[config.mk]
export PLATFORM = sky130hd
export DESIGN_NAME = mem_port_initiator
export DESIGN_NICKNAME = d
export VERILOG_FILES = /design/src/rtl/mem_port_pkg.sv /design/src/rtl/mem_port_initiator_ack_sync.sv /design/src/rtl/mem_port_initiator.sv
export SDC_FILE = /design/constraint.sdc
export NUM_CORES = 1
export LEC_CHECK = 0
export CAP_MARGIN = 20
export CORE_UTILIZATION = 44
export CTS_BUF_LIST = sky130_fd_sc_hd__clkbuf_8
export CTS_CLUSTER_SIZE = 28
export DETAILED_ROUTE_END_ITERATION = 10
export PLACE_DENSITY = 0.88
export SYNTH_ARGS = -nofsm -noshare
export SYNTH_HDL_FRONTEND = slang
export SYNTH_SLANG_ARGS = --single-unit
export TNS_END_PERCENT = 20
[constraint.sdc]
create_clock -name clk -period 6.1 [get_ports clk]
set_clock_uncertainty 0.15 [all_clocks]
set_input_delay 0.915 -clock clk [delete_from_list [all_inputs] [get_ports clk]]
set_output_delay 0.915 -clock clk [all_outputs]
set_load 0.01 [all_outputs]
[src/rtl/mem_port_pkg.sv]
// Shared constants, access-word layout and FSM states for the data-memory port initiator.
package mem_port_pkg;

   localparam logic [1:0] SZ_BYTE = 2'd0;
   localparam logic [1:0] SZ_HALF = 2'd1;
   localparam logic [1:0] SZ_WORD = 2'd2;

   localparam int RNW_BIT  = 0;
   localparam int ADDR_LSB = 1;
   localparam int SIZE_LSB = 33;
   localparam int ACCESS_W = 38;

   typedef enum logic [2:0] {
      ST_IDLE,
      ST_SETUP,
      ST_ACCESS,
      ST_DATA,
      ST_RTZ,
      ST_RESP
   } state_e;

   // The reserved size encoding is presented to the memory as a word access.
   function automatic logic [1:0] normSize(input logic [1:0] size);
      case (size)
         SZ_BYTE, SZ_HALF, SZ_WORD: normSize = size;
         default:                   normSize = SZ_WORD;
      endcase
   endfunction

endpackage

[src/rtl/mem_port_initiator_ack_sync.sv]
// Reset-to-zero flop chain bringing one asynchronous acknowledge into the clock domain.
module ack_sync #(
   parameter int STAGES = 2
) (
   input  logic clk,
   input  logic reset,
   input  logic async_i,
   output logic sync_o
);

   logic [STAGES-1:0] chain_q;

   always_ff @(posedge clk or posedge reset) begin
      if (reset) begin
         chain_q <= '0;
      end else begin
         chain_q <= {chain_q[STAGES-2:0], async_i};
      end
   end

   assign sync_o = chain_q[STAGES-1];

endmodule

[src/rtl/mem_port_initiator.sv]
// Turns one valid/ready memory request into the four-phase Access/Mode/Do/Di/Abort handshake
// sequence and returns read data plus the abort flag on a valid/ready response.
module mem_port_initiator
   import mem_port_pkg::*;
#(
   parameter int SYNC_STAGES    = 2,
   parameter int TIMEOUT_CYCLES = 1024
) (
   input  logic                clk,
   input  logic                reset,
   input  logic                req_valid,
   output logic                req_ready,
   input  logic                req_rnw,
   input  logic [31:0]         req_addr,
   input  logic [1:0]          req_size,
   input  logic                req_priv,
   input  logic [31:0]         req_wdata,
   output logic                rsp_valid,
   input  logic                rsp_ready,
   output logic [31:0]         rsp_rdata,
   output logic                rsp_abort,
   output logic                hang,
   output logic                access_r,
   input  logic                access_a,
   output logic [ACCESS_W-1:0] access_d,
   output logic                mode_r,
   input  logic                mode_a,
   output logic                mode_d,
   output logic                do_r,
   input  logic                do_a,
   output logic [31:0]         do_d,
   output logic                di_r,
   input  logic                di_a,
   input  logic [31:0]         di_d,
   output logic                abort_r,
   input  logic                abort_a,
   input  logic                abort_d
);

   localparam int                WDOG_W   = $clog2(TIMEOUT_CYCLES + 1);
   localparam logic [WDOG_W-1:0] WDOG_MAX = WDOG_W'(TIMEOUT_CYCLES);

   state_e                state_q, state_d;
   logic                  rnw_q, rnw_d;
   logic [ACCESS_W-1:0]   accessData_q, accessData_d;
   logic                  modeData_q, modeData_d;
   logic [31:0]           doData_q, doData_d;
   logic [31:0]           rspRdata_q, rspRdata_d;
   logic                  rspAbort_q, rspAbort_d;
   logic [WDOG_W-1:0]     wdog_q, wdog_d;
   logic                  hang_q, hang_d;
   logic                  accessR_q, accessR_d;
   logic                  modeR_q, modeR_d;
   logic                  doR_q, doR_d;
   logic                  diR_q, diR_d;
   logic                  abortR_q, abortR_d;

   logic accessAck, modeAck, doAck, diAck, abortAck;
   logic allAcksLow;

   ack_sync #(.STAGES(SYNC_STAGES)) uSyncAccess (.clk(clk), .reset(reset), .async_i(access_a), .sync_o(accessAck));
   ack_sync #(.STAGES(SYNC_STAGES)) uSyncMode   (.clk(clk), .reset(reset), .async_i(mode_a),   .sync_o(modeAck));
   ack_sync #(.STAGES(SYNC_STAGES)) uSyncDo     (.clk(clk), .reset(reset), .async_i(do_a),     .sync_o(doAck));
   ack_sync #(.STAGES(SYNC_STAGES)) uSyncDi     (.clk(clk), .reset(reset), .async_i(di_a),     .sync_o(diAck));
   ack_sync #(.STAGES(SYNC_STAGES)) uSyncAbort  (.clk(clk), .reset(reset), .async_i(abort_a),  .sync_o(abortAck));

   assign allAcksLow = ~(accessAck | modeAck | doAck | diAck | abortAck);

   // Holding off new requests until every ack is low also covers a reset issued mid-handshake.
   assign req_ready = (state_q == ST_IDLE) && allAcksLow;

   always_comb begin
      state_d      = state_q;
      rnw_d        = rnw_q;
      accessData_d = accessData_q;
      modeData_d   = modeData_q;
      doData_d     = doData_q;
      rspRdata_d   = rspRdata_q;
      rspAbort_d   = rspAbort_q;
      case (state_q)
         ST_IDLE: begin
            if (req_valid && req_ready) begin
               rnw_d                              = req_rnw;
               accessData_d                       = '0;
               accessData_d[RNW_BIT]              = req_rnw;
               accessData_d[ADDR_LSB +: 32]       = req_addr;
               accessData_d[SIZE_LSB +: 2]        = normSize(req_size);
               modeData_d                         = req_priv;
               doData_d                           = req_rnw ? 32'd0 : req_wdata;
               state_d                            = ST_SETUP;
            end
         end
         ST_SETUP: state_d = ST_ACCESS;
         ST_ACCESS: begin
            if (accessAck && modeAck) begin
               state_d = ST_DATA;
            end
         end
         ST_DATA: begin
            if (rnw_q && diAck && abortAck) begin
               rspRdata_d = di_d;
               rspAbort_d = abort_d;
               state_d    = ST_RTZ;
            end else if (!rnw_q && doAck && abortAck) begin
               rspRdata_d = 32'd0;
               rspAbort_d = abort_d;
               state_d    = ST_RTZ;
            end
         end
         ST_RTZ: begin
            if (allAcksLow) begin
               state_d = ST_RESP;
            end
         end
         ST_RESP: begin
            if (rsp_ready) begin
               state_d = ST_IDLE;
            end
         end
         default: state_d = ST_IDLE;
      endcase
   end

   // Requests are registered from the next state so they never glitch; do_r rises with access_r
   // because the memory withholds the Access ack on writes until write data is offered.
   always_comb begin
      accessR_d = (state_d == ST_ACCESS) || (state_d == ST_DATA);
      modeR_d   = accessR_d;
      doR_d     = accessR_d && !rnw_d;
      diR_d     = (state_d == ST_DATA) && rnw_d;
      abortR_d  = (state_d == ST_DATA);
   end

   always_comb begin
      wdog_d = wdog_q;
      if (state_d != state_q) begin
         wdog_d = '0;
      end else if (((state_q == ST_ACCESS) || (state_q == ST_DATA) || (state_q == ST_RTZ))
                   && (wdog_q != WDOG_MAX)) begin
         wdog_d = wdog_q + 1'b1;
      end
      hang_d = hang_q | (wdog_d == WDOG_MAX);
   end

   always_ff @(posedge clk or posedge reset) begin
      if (reset) begin
         state_q      <= ST_IDLE;
         rnw_q        <= 1'b0;
         accessData_q <= '0;
         modeData_q   <= 1'b0;
         doData_q     <= '0;
         rspRdata_q   <= '0;
         rspAbort_q   <= 1'b0;
         wdog_q       <= '0;
         hang_q       <= 1'b0;
         accessR_q    <= 1'b0;
         modeR_q      <= 1'b0;
         doR_q        <= 1'b0;
         diR_q        <= 1'b0;
         abortR_q     <= 1'b0;
      end else begin
         state_q      <= state_d;
         rnw_q        <= rnw_d;
         accessData_q <= accessData_d;
         modeData_q   <= modeData_d;
         doData_q     <= doData_d;
         rspRdata_q   <= rspRdata_d;
         rspAbort_q   <= rspAbort_d;
         wdog_q       <= wdog_d;
         hang_q       <= hang_d;
         accessR_q    <= accessR_d;
         modeR_q      <= modeR_d;
         doR_q        <= doR_d;
         diR_q        <= diR_d;
         abortR_q     <= abortR_d;
      end
   end

   assign access_r  = accessR_q;
   assign mode_r    = modeR_q;
   assign do_r      = doR_q;
   assign di_r      = diR_q;
   assign abort_r   = abortR_q;
   assign access_d  = accessData_q;
   assign mode_d    = modeData_q;
   assign do_d      = doData_q;
   assign rsp_valid = (state_q == ST_RESP);
   assign rsp_rdata = rspRdata_q;
   assign rsp_abort = rspAbort_q;
   assign hang      = hang_q;

endmodule

## Word level (Yosys, flattened, before mapping)

Index checks and enable logic that the tools add are counted.
W data, S select, Z words.

| cells by class | value |
|---|---|
| multiplexer cells | 17 |
| bitwise gates (word level) | 6 |
| reduce and logical (&&, ||, !) cells | 21 |
| $add $sub $neg | 1 |
| equality and inequality tests | 12 |

Operators by type and width:

| operator | count |
|---|---|
| $mux W32 | 3 |
| $mux W11 | 2 |
| $mux W3 | 6 |
| $pmux W3 S6 | 1 |
| $eq A3 B2 Y1 const B | 4 |
| $add A11 B1 Y11 const B | 1 |
| $eq A11 B11 Y1 const B | 1 |
| $ne A11 B11 Y1 const B | 1 |
| $logic_and A1 B1 Y1 | 10 |
| $eq A3 B3 Y1 const B | 2 |
| $or A1 B1 Y1 | 5 |
| $mux W1 | 4 |
| $reduce_and A2 Y1 | 2 |
| $eq A3 B1 Y1 const B | 1 |
| $logic_not A3 Y1 | 1 |
| $logic_or A1 B1 Y1 | 3 |
| $ne A3 B3 Y1 | 1 |
| $reduce_or A3 Y1 | 1 |
| $eq A2 B1 Y1 const B | 1 |
| $eq A2 B2 Y1 const B | 1 |
| $logic_not A1 Y1 | 2 |
| $logic_not A2 Y1 | 1 |
| $mux W2 | 1 |
| $reduce_bool A2 Y1 | 1 |
| $not A1 Y1 | 1 |

| storage, ports and cells | value |
|---|---|
| output and inout bits | 112 |
| word-level logic and storage cells | 75 |
| input bits | 110 |
| register bits after elaboration | 131 |

## Logic depth before layout (Yosys ltp)

| depth | value |
|---|---|
| depth in word-level cells | 13 |
| mapped depth | 7 |
| depth with buffers taken out | 6 |

## Cells and area by module

A second synthesis with hierarchy kept.

| second synthesis, totals | value |
|---|---|
| cell total of the unflattened synthesis | 438 |
| area total of the unflattened synthesis | 5295.1 µm² |

Modules (own cells, without submodules):

| module | times used | cells each | area an instance (µm²) | sequential area each (µm²) |
|---|---|---|---|---|
| mem_port_initiator | 1 | 423 | 5026.1 | 3027.9 |
| ack_sync | 5 | 3 | 53.8 | 50.0 |

## Worst setup path before layout

OpenSTA, ideal clock, no wires.

| timing | value |
|---|---|
| kind | register to output |
| from | register uSyncAccess.chain_q[1] |
| to | output req_ready |
| path buffers | 0 |
| data required time | 5.035 ns |
| slack | 3.929 ns |
| arrival time | 1.106 ns |
| stages on the path, launching flop included | 4 |
| path through | dfrtp_1 > nor4_1 > nand2_1 > nor3_1 |

| between the ends | value |
|---|---|
| word-level cells in the longest chain between the ends | 6 |

Ends and longest elaborated chain:

| element | RTL line | text |
|---|---|---|
| start: declaration | mem_port_initiator_ack_sync.sv:11 | `logic [STAGES-1:0] chain_q;` |
| start signal: assignment | mem_port_initiator_ack_sync.sv:17 | `chain_q <= {chain_q[STAGES-2:0], async_i};` |
| $or A1 B1 Y1 (4 in series) | mem_port_initiator.sv:67 | `assign allAcksLow = ~(accessAck \| modeAck \| doAck \| diAck \| abortAck);` |
| $not A1 Y1 | mem_port_initiator.sv:67 |  |
| $logic_and A1 B1 Y1 | mem_port_initiator.sv:70 | `assign req_ready = (state_q == ST_IDLE) && allAcksLow;` |
| end: declaration | mem_port_initiator.sv:12 | `output logic req_ready,` |

No other way between the ends.

## Worst setup path after layout

| timing | value |
|---|---|
| from | register state_q[0] |
| to | output req_ready |

| between the ends | value |
|---|---|
| word-level cells in the longest chain between the ends | 2 |

Ends and longest elaborated chain:

| element | RTL line | text |
|---|---|---|
| start: declaration | mem_port_initiator.sv:43 | `state_e state_q, state_d;` |
| start signal: assignment | mem_port_initiator.sv:162 | `state_q <= state_d;` |
| $logic_not A3 Y1 | mem_port_initiator.sv:70 |  |
| $logic_and A1 B1 Y1 | mem_port_initiator.sv:70 |  |

No other way between the ends.

==> reports/qor.csv <==
metric,value,unit
run_status,"complete, but fails checks",
violations,DRC,
start_kind,register,
power.total,2.59,mW
gp_congestion,0.915,
critPathCapture,req_ready,
synth_edf_count,0,
rr_startpoint,state_q[0],
layout.nets,834,
via_per_inst,5.04,
yosys.area.top_type,dfrtp_1,
antenna_found_initial,0,
dp_cells,845,
layout_worst_path_cycle_share,54.7,%
ctsResizeCount,0,
worstReg2RegEnd,do_r,
firstDrtPassIters,7,
diodes,0,
period_needed,3.34,ns
yosys_warnings,0,
critPathLaunch,state_q[0],
clock-sinks,131,
reg2reg_depth,5,
critPathCaptureType,output pin,
reg2reg_slack,3.26,ns
dieArea,12500,um2
pwr-share-seq,44.8,%
rsz0062_at_grt,false,
synth_common_cells,"147 x nand2_1, 131 x dfrtp_1, 39 x o21ai_0",
ys.flop_type,dfrtp_1,
core,11600,um2
power.leakage,3.61,nW
p_sw_share,31.8,%
ir_worst_vdd,0.222,mV
grt_pass1_vias,4693,
tightest_slew,0.980,ns
grt_max_degree,103,
setup_violations,0,
drt_iter0_drc,216,
fmax,300,MHz
drive_gt1_share,5.99,%
holdBufCountCts,0,
maxSlewHeadroom,34.5,%
die_h,112,um
fp-row-count,39,
syn2layout_area_growth,50.1,%
vias,4421,
grt_pass1_wl,23000,um
nFillCells,827,
drc,13,
internal_power,1.77,mW
cts_tree,yes,
routedWlPerCell,15.8,um
fin_area,7950,um2
synth-seq-cells,131,
final.setup.tns,0,ns
power_frac_comb,29.9,%
cts_setup_buffers,0,
drv_slew,0,
cts_buffers,17,
crit_fanout,11,
max_cap_violations,0,
start_util,45.8,%
cp.arrival,2.27,ns
min_path_type,reg -> reg,
cts_buffer_depth,2,
avgSynthCellArea,10.3,um2
port_buffers,218,
cts-htree-levels,4,
ioPinCount,222,
syn_area,5290,um2
instances_no_fill,878,
grt_remaining_overflow,0,
track_usage,24.0,%
clockPowerShare,25.3,%
clk_pin_slew,0.08,ns
hold_path_depth,0,
yosys-top-cells-area,"dfrtp_1 62%, nand2_1 10%, a22o_1 5.3%",
ant_nets,0,
cp_data_required_time,5.03,ns
p_sw,822,uW
async_flop_share,100,%
clockRootBuffer,clkbuf_8,
synth.most_common_cell,nand2_1,
die_w,112,um
synth_cell_types,41,
path_class,reg -> out,
synth_top_cell_area_share,61.9,%
post_dp_cell_area,7580,um2
wl,13900,um
ys_seq_area_share,61.9,%
hpwl,9940,um
synthCells,513,
pwr_density_cell,326,nW/um2
clk_latency,0.45,ns
finalHoldViolCount,0,
## worst max-delay path, cell delays in order, from the launching register on
cell and delay [ns]:
dfrtp_1 0.50, nor4_1 0.40, nand2_1 0.18, nor3_1 0.16, clkdlybuf4s50_1 0.58
## layout by cell type (no fill, tap or decap), drive strengths merged, types with 2 or more instances in the layout
master	Yosys	layout
clkinv	0	5
a21o	2	2
nand2	147	147
o21ai	39	39
a21oi	5	5
mux2	2	2
clkinvlp	0	5
xnor2	4	4
conb	1	3
or3	2	2
a21boi	2	2
buf	6	5
and3	2	2
nand2b	34	34
clkdlybuf4s50	0	218
o211a	2	2
and2	3	3
inv	7	11
nor2	17	17
nand3	11	11
dfrtp	131	131
nor3	3	3
ha	2	2
xor2	8	8
nand4	6	6
and4	2	2
a22o	32	32
clkbuf	29	18
## flip-flops by register name (all words and copies together) (netlist names)
| name | flops |
|---|---|
| uSyncDo.chain_q | 2 |
| mode_r | 1 |
| uSyncMode.chain_q | 2 |
| uSyncAccess.chain_q | 2 |
| do_r | 1 |
| di_r | 1 |
| mode_d | 1 |
| state_q | 3 |
| access_d | 35 |
| do_d | 32 |
| rnw_q | 1 |
| rsp_rdata | 32 |
| uSyncDi.chain_q | 2 |
| rsp_abort | 1 |
| abort_r | 1 |
| wdog_q | 11 |
| uSyncAbort.chain_q | 2 |
| hang | 1 |
## power groups by stage
| stage | logic, mW | registers, mW | clock network [mW] |
|---|---|---|---|
| 6_report | 0.775 | 1.16 | 0.654 |
| 5_1_grt | 0.839 | 1.18 | 0.709 |
| 4_1_cts | 0.783 | 1.16 | 0.671 |
| 3_5_place_dp | 0.777 | 1.17 | 0 |
| 3_3_place_gp | 0.751 | 1.16 | 0 |
| 2_1_floorplan | 0.289 | 1.21 | 0 |
## per-layer routing
metal	part of all wire, %	global-route usage [%]	vias to the layer above
li1	-	-	2116
met1	38	26.6	2091
met2	49	39.5	189
met3	11	11.4	25
met4	2.5	9.73	0
met5	0	0	-
## layout make-up
| class | instances | area [um2] | area share [%] |
|---|---|---|---|
| clock inverter | 14 | 105 | 1.32 |
| timing repair buffer | 223 | 2250 | 28.4 |
| inverter | 7 | 28.8 | 0.362 |
| tap | 143 | 179 | 2.25 |
| clock buffer | 18 | 248 | 3.12 |
| multi-input combinational | 342 | 1850 | 23.3 |
| sequential | 131 | 3280 | 41.2 |
## kinds of logic (layout without fill, tap and decap cells)
| family | after synthesis | count (layout) | synth area share [%] |
|---|---|---|---|
| AOI/OAI and AO/OA | 90 | 90 | 11.8 |
| xor gates and xnor gates | 12 | 12 | 1.99 |
| adders and majority gates | 2 | 2 | 0.473 |
| buffers and inverters | 42 | 262 | 3.47 |
| DFF | 131 | 131 | 61.9 |
| muxes | 3 | 3 | 0.614 |
| other | 1 | 3 | 0.0708 |
| and+or+nand+nor | 232 | 232 | 19.7 |
## metrics by stage
stage,utilization [%],setup WS [ns],hold WS [ns]
CTS,68.6,2.75,0.202
floorplan,-,1.54,0.181
finish,68.7,2.76,0.196
detailed placement,65.5,2.85,0.186
global placement,65.2,2.76,0.187
global route,68.7,2.62,0.208
## how the worst min path moves through the flow
stage	start	end
6_report	uSyncDo.chain_q[0]	uSyncDo.chain_q[1]
5_1_grt	uSyncDo.chain_q[0]	uSyncDo.chain_q[1]
4_1_cts	uSyncDo.chain_q[0]	uSyncDo.chain_q[1]
3_5_place_dp	uSyncDi.chain_q[0]	uSyncDi.chain_q[1]
3_3_place_gp	uSyncAbort.chain_q[0]	uSyncAbort.chain_q[1]
2_1_floorplan	uSyncAbort.chain_q[0]	uSyncAbort.chain_q[1]
(Power assumes the default switching activity.)
